<file path="config.mk">
export PLATFORM = sky130hd
export DESIGN_NAME = apb_req_arbiter
export DESIGN_NICKNAME = d
export VERILOG_FILES = /design/src/rtl/apb_req_arbiter.sv
export SDC_FILE = /design/constraint.sdc
export NUM_CORES = 1
export LEC_CHECK = 0
export CAP_MARGIN = 5
export CORE_ASPECT_RATIO = 0.8
export CORE_MARGIN = 4
export CORE_UTILIZATION = 44
export DETAILED_ROUTE_END_ITERATION = 16
export PLACE_DENSITY = 0.86
export SLEW_MARGIN = 20
export SYNTH_ARGS = -nofsm -noshare
export SYNTH_HDL_FRONTEND = slang
export SYNTH_SLANG_ARGS = --single-unit
</file>
<file path="constraint.sdc">
create_clock -name clk -period 7.47 [get_ports clk]
set_input_delay 1.1205 -clock clk [delete_from_list [all_inputs] [get_ports clk]]
set_output_delay 1.1205 -clock clk [all_outputs]
set_load 0.005 [all_outputs]
</file>
<file path="src/rtl/apb_req_arbiter.sv">
// Round-robin arbiter that funnels up to NREQ internal requesters onto one
// APB4 master port, with SETUP/ACCESS sequencing and a stuck-slave timeout.
module apb_req_arbiter #(
    parameter int unsigned NREQ    = 2,
    parameter int unsigned AW      = 12,
    parameter int unsigned DW      = 32,
    parameter int unsigned TIMEOUT = 255
) (
    input  logic              clk,
    input  logic              preset,
    input  logic [NREQ-1:0]   req_valid,
    output logic [NREQ-1:0]   req_ready,
    input  logic [NREQ-1:0]   req_write,
    input  logic [NREQ*AW-1:0] req_addr,
    input  logic [NREQ*DW-1:0] req_wdata,
    input  logic [NREQ*4-1:0] req_strb,
    output logic [NREQ-1:0]   rsp_valid,
    output logic [DW-1:0]     rsp_rdata,
    output logic              rsp_err,
    output logic              psel,
    output logic              penable,
    output logic              pwrite,
    output logic [AW-1:0]     paddr,
    output logic [DW-1:0]     pwdata,
    output logic [3:0]        pstrb,
    input  logic [DW-1:0]     prdata,
    input  logic              pready,
    input  logic              pslverr
);

    localparam int unsigned PW = (NREQ > 2) ? 2 : 1;
    localparam int unsigned CW = (TIMEOUT < 2) ? 1 : $clog2(TIMEOUT + 1);

    localparam logic [1:0] ST_IDLE   = 2'd0;
    localparam logic [1:0] ST_SETUP  = 2'd1;
    localparam logic [1:0] ST_ACCESS = 2'd2;

    logic [1:0]    state_q;
    logic [PW-1:0] ptr_q;
    logic [PW-1:0] gnt_q;
    logic [CW-1:0] cnt_q;

    logic [PW-1:0] arb_base;
    logic [PW-1:0] arb_idx;
    logic [PW-1:0] cand;
    logic          arb_found;
    logic          finish_ok;
    logic          timeout_hit;
    logic          accept;

    function automatic logic [PW-1:0] wrap_add(input logic [PW-1:0] base, input int unsigned off);
        int unsigned s;
        s = 32'(base) + off;
        if (s >= NREQ) s = s - NREQ;
        return s[PW-1:0];
    endfunction

    function automatic logic [NREQ-1:0] onehot(input logic [PW-1:0] idx);
        logic [NREQ-1:0] v;
        v      = '0;
        v[idx] = 1'b1;
        return v;
    endfunction

    // Round-robin search; on a completing ACCESS the base is already the advanced pointer
    always_comb begin
        arb_base  = (state_q == ST_ACCESS) ? wrap_add(gnt_q, 1) : ptr_q;
        arb_found = 1'b0;
        arb_idx   = '0;
        cand      = '0;
        for (int unsigned i = 0; i < NREQ; i++) begin
            cand = wrap_add(arb_base, i);
            if (!arb_found && req_valid[cand]) begin
                arb_found = 1'b1;
                arb_idx   = cand;
            end
        end
    end

    // Completion, timeout and acceptance qualifiers
    always_comb begin
        finish_ok   = (state_q == ST_ACCESS) && pready;
        // Abort on the ACCESS cycle that would bring the wait count up to TIMEOUT
        timeout_hit = (TIMEOUT != 0) && (state_q == ST_ACCESS) && !pready &&
                      ((32'(cnt_q) + 32'd1) == TIMEOUT);
        accept      = arb_found && ((state_q == ST_IDLE) || finish_ok);
    end

    // APB sequencing, response capture and grant bookkeeping
    always_ff @(posedge clk or posedge preset) begin
        if (preset) begin
            state_q   <= ST_IDLE;
            ptr_q     <= '0;
            gnt_q     <= '0;
            cnt_q     <= '0;
            req_ready <= '0;
            rsp_valid <= '0;
            rsp_rdata <= '0;
            rsp_err   <= 1'b0;
            psel      <= 1'b0;
            penable   <= 1'b0;
            pwrite    <= 1'b0;
            paddr     <= '0;
            pwdata    <= '0;
            pstrb     <= '0;
        end else begin
            req_ready <= '0;
            rsp_valid <= '0;

            case (state_q)
                ST_IDLE: ;
                ST_SETUP: begin
                    penable <= 1'b1;
                    cnt_q   <= '0;
                    state_q <= ST_ACCESS;
                end
                ST_ACCESS: begin
                    if (pready || timeout_hit) begin
                        rsp_valid <= onehot(gnt_q);
                        rsp_err   <= pready ? pslverr : 1'b1;
                        rsp_rdata <= (pready && !pwrite) ? prdata : '0;
                        ptr_q     <= wrap_add(gnt_q, 1);
                        psel      <= 1'b0;
                        penable   <= 1'b0;
                        state_q   <= ST_IDLE;
                    end else begin
                        cnt_q <= cnt_q + 1'b1;
                    end
                end
                default: state_q <= ST_IDLE;
            endcase

            // A new grant (from IDLE or chained onto a completion) overrides the
            // return-to-IDLE values above, keeping psel high for back-to-back
            if (accept) begin
                req_ready <= onehot(arb_idx);
                gnt_q     <= arb_idx;
                psel      <= 1'b1;
                penable   <= 1'b0;
                pwrite    <= req_write[arb_idx];
                paddr     <= req_addr[32'(arb_idx)*AW +: AW];
                pwdata    <= req_write[arb_idx] ? req_wdata[32'(arb_idx)*DW +: DW] : '0;
                pstrb     <= req_write[arb_idx] ? req_strb[32'(arb_idx)*4 +: 4] : 4'h0;
                state_q   <= ST_SETUP;
            end
        end
    end

endmodule

</file>
==> results of run 1 <==
[cells by family after synthesis]
kind of cell / count (synthesis)
buffers and inverters: 74
AOI/OAI and AO/OA: 109
adders and majority gates: 2
muxes: 18
DFF: 100
xor gates and xnor gates: 1
and+or+nand+nor: 131
[placed cells by master, fill, tap and decap left out, types with 3 or more instances in the layout]
| cell | instances |
|---|---|
| a221o_1 | 36 |
| a31oi_1 | 4 |
| and2_1 | 39 |
| buf_4 | 5 |
| clkbuf_16 | 9 |
| clkdlybuf4s50_1 | 223 |
| dfrtp_1 | 100 |
| inv_1 | 39 |
| inv_6 | 4 |
| mux2i_1 | 18 |
| nand2_1 | 55 |
| nand3_1 | 3 |
| nor2_1 | 8 |
| nor2b_1 | 5 |
| o21ai_0 | 18 |
| o22ai_1 | 3 |
| o311ai_0 | 3 |
| o31ai_1 | 3 |
| o32ai_1 | 33 |
[synthesized netlist by cell type (2+ instances only)]
| cell type | n | area share |
|---|---|---|
| a21o_1 | 2 | 0.0032 |
| a221o_1 | 36 | 0.078 |
| a31oi_1 | 4 | 0.0054 |
| and2_1 | 39 | 0.053 |
| and3_1 | 3 | 0.0040 |
| buf_2 | 10 | 0.011 |
| buf_8 | 3 | 0.0097 |
| clkbuf_1 | 19 | 0.015 |
| dfrtp_1 | 100 | 0.54 |
| ha_1 | 2 | 0.0054 |
| inv_1 | 40 | 0.032 |
| mux2i_1 | 18 | 0.039 |
| nand2_1 | 56 | 0.045 |
| nand2b_1 | 2 | 0.0027 |
| nand3_1 | 3 | 0.0032 |
| nand4b_1 | 2 | 0.0038 |
| nor2_1 | 8 | 0.0065 |
| nor2b_1 | 5 | 0.0067 |
| nor4_1 | 2 | 0.0027 |
| o21ai_0 | 18 | 0.019 |
| o22ai_1 | 3 | 0.0040 |
| o311ai_0 | 3 | 0.0057 |
| o31ai_1 | 3 | 0.0049 |
| o32ai_1 | 33 | 0.062 |
| or3_1 | 2 | 0.0027 |
[state kept, by name, indices dropped and copies added (netlist names)]
register / flops
penable: 1
pwdata: 32
pstrb: 4
state_q: 2
rsp_valid: 2
paddr: 12
ptr_q: 1
psel: 1
rsp_err: 1
gnt_q: 1
cnt_q: 8
pwrite: 1
rsp_rdata: 32
req_ready: 2
[power by group]
| part | switching, uW | internal, uW | leakage, uW | total (uW) |
|---|---|---|---|---|
| sequential | 156 | 777 | 0.00129 | 933 |
| combinational | 396 | 630 | 0.00172 | 1030 |
| clock | 204 | 283 | 0.000158 | 487 |
[routing by layer]
layer  GRT usage  routed length [um]  vias up
met5           0                   0        -
met4      0.0706                 304        0
met3      0.0620                1040       22
met2       0.352                6590      176
met1       0.284                5630     1967
li1            -                   -     1964
[layout make-up]
cell class | count | area share
clock inverter | 5 | 0.00900
multi-input combinational | 261 | 0.251
inverter | 40 | 0.0211
sequential | 100 | 0.346
clock buffer | 11 | 0.0350
tap | 140 | 0.0242
timing repair buffer | 228 | 0.314
[how the worst max path moves through the flow]
stage | from | slack [ns] | cells after the start | endpoint
finish | pready | 4.17 | 8 | pwdata[9]
global route | pready | 4.00 | 8 | pwdata[9]
CTS | pready | 4.19 | 8 | pwdata[9]
detailed placement | pready | 3.86 | 8 | pwdata[12]
global placement | pready | 3.94 | 8 | pwdata[31]
floorplan | preset | 3.73 | 1 | cnt_q[0]
[per-stage QoR]
stage / cells / hold slack (ns)
floorplan: 435 / 0.461
global placement: 769 / 0.461
detailed placement: 769 / 0.465
CTS: 785 / 0.480
global route: 785 / 0.507
finish: 785 / 0.472
==> summary.txt, run 1 <==
Avg Vias per Cell: 5.26
WP data required: 7.72 ns
Final min period: 3.30 ns
post-synthesis xor/xnor area fraction: 0.00189
Crit Path Max Fanout: 66
Pleak: 0.00317 uW
CTS Hold Bufs: 0
starting density of the core: 0.451
fraction of layout instances using a drive strength above 1: 0.0465
Min-Delay Path Class: reg -> reg
Setup violations, final: 0
Setup TNS: 0 ns
Synth-to-Final Area Change: 56.0%
footprint of the flip-flops and latches: 2500 um2
Cell variety after synth: 44
Cells after Synth: 435
CP arrival: 3.55 ns
CP max stage delay: 0.66 ns
WHS Path Cells: 1
Final Skew: 0.00747 ns
CTS max path bufs: 2
Root Driver: clkbuf_16
count of input and output buffers: 223
IO Pins: 224
Worst-Margin Slew: 1.05 ns
Yosys reg bits: 100
Synth Area in Simple Gates: 0.146
Main synth FF type: dfrtp_1
pre-CTS setup slack: 3.86 ns
Peak VDD IR: 147 uV
CP startpoint kind: input port
Max-Cap Viols: 0
Overflow after GRT: 0
outcome: complete, no violations
die width: 123 um
first-pass GRT wire length: 21100 um
ant diodes: 0
Slew HR: 0.298
Synth Net Count: 573
DR iter-0 viols: 265
vias in the first global route: 4171
PD cells: 338 nW/um2
RR Endpoint: pwdata[9]
Post-Syn Area: 4640 um2
Nets: 778
final WL: 13600 um
Design Area, Final: 7230 um2
complex-gate fraction of the synthesized area: 0.196
core box area: 10300 um2
area of the multi-input gates: 1810 um2
placed inst area: 6910 um2
CP Capture Type: flip-flop
CTS Buf Count: 9
WS Path Type: in -> reg
drt wl/cell: 17.3 um
clk sinks: 100
largest net degree at the start of global routing: 67
hold wc startpoint: psel
num rows: 33
H-tree Lvls: 3
Crit-path slowest cell: clkdlybuf4s50_1
DP HPWL: 9960 um
Hold EP: psel
Worst path most repeated cell: buf_4
setup ws final: 4.17 ns
CP Buf/Inv Count: 4
mux contribution to synthesized area: 0.0389
first drt pass iteration count: 4
die height: 99.8 um
Final Slew Violations: 0
setup repair bufs after CTS: 0
Final Util: 0.703
Post-synth ARST share: 1.00
EDFF count, synth: 0
RSZ-0062 raised after global routing: no
Fill cells: 748
Reg2Reg Setup Slack: 4.65 ns
post-synthesis sequential area ratio: 0.540
Syn Area/Cell: 10.7 um2
Final ANT Viol Nets: 0
YS warnings: 0
CP delay by family, top: buffers and inverters
CTS tree: done
antenna violations before repair: 0
total number of vias: 4129
die area: 12300 um2
final hold vios: 0
highest clock rate: 0.303 GHz
largest family of logic cells by synthesized area: compound AO/OA/AOI/OAI gates
post-cts resize count: 0
Tcrit/Tclk final: 0.442
Worst-path clk slew: 0.07 ns
GPL Wtd Cong: 0.882
CP cell instances: clkdlybuf4s50_1 > nor2b_1 > or3_2 > buf_4 > inv_1 > and3_1 > buf_4 > a221o_1
Residual DRC: 0
Reg2Reg Depth: 6
total power: 2450 uW
worst r2r src: state_q[1]
GRT Total Usage: 0.218
Post-Synth Adder-Cell Area: 0.00540
clk_lat worst skew: 0.33 ns
No activity file was read; power rests on OpenSTA's default activity.
==> run 2: changes to the inputs <==
- CORE_UTILIZATION: 44 -> 37
- PLACE_DENSITY: 0.86 -> 0.77
- clock period: 7.47 -> 2.9 ns (I/O delays scaled with it)
==> run 2 against run 1 <==
Net effect:
- global-route usage is 2.9 points lower
- cell count is 5.2% higher
- sequential share of layout area is 0.66 points lower
- critical endpoint is now rsp_rdata[20]
- sequential power grew to 2.6 times the previous value
- clock power is 140% higher
- worst setup slack worse by 3.7 ns
==> summary.txt, run 2 (synthesized netlist as in run 1, its figures left out) <==
CTS Hold Bufs: 0 (unchanged)
crit path from: cnt_q[0]
CTS max path bufs: 2 (unchanged)
GRT Total Usage: 0.188 (-0.0292)
Non-Filler Instances: 826 (+5.2%)
antenna violations before repair: 0 (unchanged)
Tcrit/Tclk final: 0.829
WS Path Type: reg -> reg
Min-Delay Path Class: reg -> reg
PD cells: 849 nW/um2 (+150%)
Slew HR: 0.457 (+0.159)
Final Util: 0.604 (-0.0994)
Worst-Margin Slew: 0.813 ns (-0.236 ns)
IO Pins: 224 (unchanged)
final hold vios: 0 (unchanged)
Synth-to-Final Area Change: 59.0%
RSZ-0062 raised after global routing: no
CP max stage delay: 0.51 ns (-0.15 ns)
drt wl/cell: 16.8 um (-2.8%)
clk_lat worst skew: 0.34 ns (about the same)
H-tree Lvls: 3 (unchanged)
count of input and output buffers: 223 (unchanged)
WP data required: 3.10 ns (-4.62 ns)
Root Driver: clkbuf_16
CP arrival: 2.61 ns (-0.94 ns)
first-pass GRT wire length: 21900 um (+3.9%)
Nets: 788 (+1.3%)
Fin Hold WS: 0.480 ns (+0.00797 ns)
CTS Buf Count: 9 (unchanged)
Setup TNS: 0 ns (unchanged)
num rows: 36 (+9.1%)
Final Skew: 0.00960 ns (+0.00213 ns)
Crit Path Max Fanout: 31 (-53%)
core box area: 12200 um2 (+19%)
Max-Cap Viols: 0 (unchanged)
first drt pass iteration count: 4 (unchanged)
Final ANT Viol Nets: 0 (unchanged)
Reg2Reg Setup Slack: 0.49 ns (-4.16 ns)
Final min period: 2.41 ns
Residual DRC: 0 (unchanged)
outcome: complete, no violations
worst r2r src: cnt_q[0]
dpl cells: 810 (+5.3%)
ant diodes: 0 (unchanged)
setup repair bufs after CTS: 0 (unchanged)
Reg2Reg Depth: 6 (unchanged)
die area: 14400 um2 (+17%)
fraction of layout instances using a drive strength above 1: 0.0595 (+0.0130)
GPL Wtd Cong: 0.854 (-3.2%)
clk sinks: 100 (unchanged)
Pleak: 0.00321 uW (+1.3%)
post-cts resize count: 0 (unchanged)
most frequent cells in the layout: 223 x clkdlybuf4s50_1, 100 x dfrtp_1, 55 x nand2_1
commonest non-fill, non-tap cell in the layout: clkdlybuf4s50_1
Setup violations, final: 0 (unchanged)
starting density of the core: 0.380 (-0.0711)
Avg Vias per Cell: 5.07 (-3.6%)
Peak VDD IR: 366 uV (+150%)
Crit-path slowest cell: or4_4
Overflow after GRT: 0 (unchanged)
total number of vias: 4187 (+1.4%)
die width: 133 um (+8.5%)
Largest regs: pwdata x32, rsp_rdata x32, paddr x12
CP cell instances: nand2_1 > or4_4 > a21oi_2 > and3_1 > buf_12 > o32ai_1
DP HPWL: 10300 um (+3.7%)
CP Capture Type: flip-flop
Fill cells: 989 (+32%)
vias in the first global route: 4265 (+2.3%)
CP startpoint kind: flip-flop
hold wc startpoint: paddr[11]
final WL: 13900 um (+2.2%)
CTS tree: done
highest clock rate: 0.416 GHz
largest net degree at the start of global routing: 65 (-3.0%)
DR iter-0 viols: 199 (-25%)
die height: 108 um (+8.3%)
WHS Path Cells: 2 (+1)
Final Slew Violations: 0 (unchanged)
Worst-path clk slew: 0.07 ns (about the same)
-- run 2: cell count changes in the layout (fill, tap and decap cells not counted), sizes merged --
cell,delta
clkinv,+2
buf,+10
clkbuf,-2
bufinv,-1
inv,-2
clkinvlp,+3
-- run 2: final timing paths --
check	to
max in group asynchronous	req_ready[1]
min in group asynchronous	rsp_rdata[12]
max reg2reg	rsp_rdata[20]
max	rsp_rdata[20]
min	paddr[11]
min reg2reg	paddr[11]
-- run 2: where the power goes --
part / switching, uW / internal [uW]
Sequential: 377 / 2000
Clock: 554 / 595
Combinational: 1070 / 1670
Total: 2000 / 4260
-- run 2: worst max-delay path, delay by kind of cell (launching register included) --
kind | cells | cell delay (ns)
buffers and inverters | 1 | 0.23
DFF | 1 | 0.50
and+or+nand+nor | 3 | 1.11
AOI/OAI and AO/OA | 2 | 0.41
-- run 2: layout make-up --
| cell class | count | area [um2] | share of cell area |
|---|---|---|---|
| inverter | 40 | 154 | 0.0209 |
| multi-input combinational | 261 | 1810 | 0.246 |
| clock inverter | 7 | 57.6 | 0.00781 |
| tap | 171 | 214 | 0.0290 |
| timing repair buffer | 238 | 2410 | 0.327 |
| sequential | 100 | 2500 | 0.339 |
| clock buffer | 9 | 225 | 0.0305 |
-- run 2: per-stage QoR --
| step | instance area [um2] | power (uW) | setup slack [ns] |
|---|---|---|---|
| floorplan | 4640 | 3420 | 0.933 |
| global placement | 7090 | 5070 | 0.498 |
| detailed placement | 7090 | 5150 | 0.441 |
| CTS | 7370 | 6330 | 0.492 |
| global route | 7370 | 6670 | 0.314 |
| finish | 7370 | 6260 | 0.495 |
-- run 2: per-layer routing --
| layer | vias up | global-route usage | wire, um |
|---|---|---|---|
| li1 | 1993 | - | - |
| met1 | 2004 | 0.242 | 6040 |
| met2 | 171 | 0.299 | 6380 |
| met3 | 19 | 0.0716 | 1220 |
| met4 | 0 | 0.0551 | 234 |
| met5 | - | 0 | 0 |
==> run 3: changes to the inputs <==
- clock period: 2.9 -> 2.14 ns (I/O delays scaled with it)
==> run 3 against run 2 <==
Net effect:
- combinational power rose by 40%
- worst setup slack got worse by 0.39 ns
- maximum frequency rose by 18%
- largest cell class unchanged
- non-clock buffer count rose by 11
- first-iteration DRC count fell by 13%
- highest routed layer unchanged
- critical path depth did not move
- die area did not move
- clock power rose by 33%
- largest power group unchanged
- count of clock-buffer cells in the layout rose by 2
- via count rose by 1.3%
- cell area rose by 1.3%
==> summary.txt, run 3 (synthesized netlist as in run 1, its figures left out) <==
first-pass GRT wire length: 22200 um (+1.3%)
clk_lat worst skew: 0.34 ns (about the same)
Setup violations, final: 0 (unchanged)
Crit Path Max Fanout: 34 (+9.7%)
CP cell instances: nand3_2 > or4_4 > a21oi_2 > and3_1 > buf_12 > o32ai_1
final WL: 14000 um (+1.0%)
die width: 133 um (unchanged)
GPL Wtd Cong: 0.873 (+2.2%)
Largest regs: pwdata x32, rsp_rdata x32, paddr x12
Worst-Margin Slew: 0.532 ns (-0.280 ns)
final hold vios: 0 (unchanged)
Avg Vias per Cell: 5.07 (about the same)
CTS max path bufs: 2 (unchanged)
Worst-path clk slew: 0.07 ns (about the same)
setup ws final: 0.106 ns (-0.389 ns)
Peak VDD IR: 485 uV (+32%)
CTS tree: done
highest clock rate: 0.492 GHz (+18%)
Max-Cap Viols: 0 (unchanged)
CP arrival: 2.23 ns (-0.38 ns)
Root Driver: clkbuf_16
drt wl/cell: 16.7 um (-0.30%)
num rows: 36 (unchanged)
total number of vias: 4242 (+1.3%)
Crit-path slowest cell: or4_4
CP Capture Type: flip-flop
worst r2r src: cnt_q[4]
Fin Hold WS: 0.464 ns (-0.0164 ns)
CTS Hold Bufs: 0 (unchanged)
post-cts resize count: 0 (unchanged)
Overflow after GRT: 0 (unchanged)
Final Slew Violations: 0 (unchanged)
Design Area, Final: 7460 um2 (+1.3%)
CP startpoint kind: flip-flop
total power: 8550 uW (+37%)
Reg2Reg Setup Slack: 0.11 ns (-0.39 ns)
largest net degree at the start of global routing: 101 (+55%)
DR iter-0 viols: 174 (-13%)
setup repair bufs after CTS: 0 (unchanged)
Min-Delay Path Class: in -> async
Pleak: 0.00326 uW (+1.8%)
Final ANT Viol Nets: 0 (unchanged)
CP Buf/Inv Count: 1 (unchanged)
antenna violations before repair: 0 (unchanged)
Slew HR: 0.645 (+0.188)
PD cells: 1150 nW/um2 (+35%)
core box area: 12200 um2 (unchanged)
die area: 14400 um2 (unchanged)
clk sinks: 100 (unchanged)
Tcrit/Tclk final: 0.951 (+0.121)
H-tree Lvls: 3 (unchanged)
starting density of the core: 0.380 (unchanged)
dpl cells: 821 (+1.4%)
Reg2Reg Depth: 6 (unchanged)
WP data required: 2.34 ns (-0.76 ns)
DP HPWL: 10500 um (+1.6%)
ant diodes: 0 (unchanged)
WS Path Type: reg -> reg
Fill cells: 1000 (+1.1%)
most frequent cells in the layout: 223 x clkdlybuf4s50_1, 100 x dfrtp_1, 55 x nand2_1
RR Endpoint: rsp_rdata[19]
outcome: complete, no violations
Synth-to-Final Area Change: 61.0%
Residual DRC: 0 (unchanged)
count of input and output buffers: 223 (unchanged)
CP delay by family, top: simple AND/OR/NAND/NOR gates
Nets: 799 (+1.4%)
vias in the first global route: 4468 (+4.8%)
die height: 108 um (unchanged)
Final Skew: 0.00914 ns (-0.000460 ns)
CP max stage delay: 0.52 ns (about the same)
GRT Total Usage: 0.191 (+0.00219)
pre-CTS setup slack: -0.141 ns (-0.582 ns)
Final min period: 2.03 ns (-0.371 ns)
commonest non-fill, non-tap cell in the layout: clkdlybuf4s50_1
RSZ-0062 raised after global routing: no
first drt pass iteration count: 5 (+1)
IO Pins: 224 (unchanged)
fraction of layout instances using a drive strength above 1: 0.0736 (+0.0140)
CTS Buf Count: 9 (unchanged)
placed inst area: 7180 um2 (+1.3%)
Non-Filler Instances: 837 (+1.3%)
[run 3: cell count changes in the layout (fill, tap and decap cells not counted), sizes merged]
cell	previous run	this run
inv	42	39
clkinv	2	3
clkbuf	9	11
buf	15	26
[run 3: layout make-up]
class | instances | area [um2] | area share
flip-flops and latches | 100 | 2500 | 0.335
repair buffers | 249 | 2500 | 0.335
multi-input cells | 261 | 1810 | 0.243
clock buffers | 11 | 243 | 0.0325
well taps | 171 | 214 | 0.0287
inverters | 40 | 154 | 0.0206
clock inverters | 5 | 37.5 | 0.00503
[run 3: worst max path at each step]
| stage | start | to | slack [ns] | depth (start not counted) |
|---|---|---|---|---|
| 5_1_grt | cnt_q[1] | rsp_rdata[11] | 0.01 | 6 |
| 2_1_floorplan | state_q[1] | pstrb[0] | 0.18 | 8 |
| 4_1_cts | cnt_q[4] | rsp_rdata[15] | 0.11 | 6 |
| 6_report | cnt_q[4] | rsp_rdata[19] | 0.11 | 6 |
| 3_5_place_dp | req_valid[1] | pwdata[30] | -0.14 | 7 |
| 3_3_place_gp | req_valid[1] | pwdata[5] | -0.08 | 7 |
[run 3: layer usage]
layer / vias to the layer above / wire length [um] / GRT usage
met3: 21 / 1230 / 0.0712
met5: - / 0 / 0
met1: 2022 / 5870 / 0.242
met4: 0 / 206 / 0.0448
met2: 184 / 6710 / 0.313
li1: 2015 / - / -
[run 3: where the power goes]
group | switching (uW) | total (uW) | leakage, uW | internal, uW
clock network | 705 | 1530 | 0.000132 | 823
logic | 1500 | 3830 | 0.00184 | 2330
registers | 478 | 3190 | 0.00129 | 2710
total | 2690 | 8550 | 0.00326 | 5860
[run 3: worst reg2reg max path, cell delays in order (launching register included)]
cell	delay, ns
dfrtp_1	0.44
nand3_2	0.11
or4_4	0.52
a21oi_2	0.16
and3_1	0.31
buf_12	0.23
o32ai_1	0.12
[run 3: stage by stage]
stage               setup TNS (ns)   util
finish                           0  0.612
global route                     0  0.612
CTS                              0  0.612
detailed placement           -4.14  0.589
global placement             -2.95  0.589
floorplan                        0      -
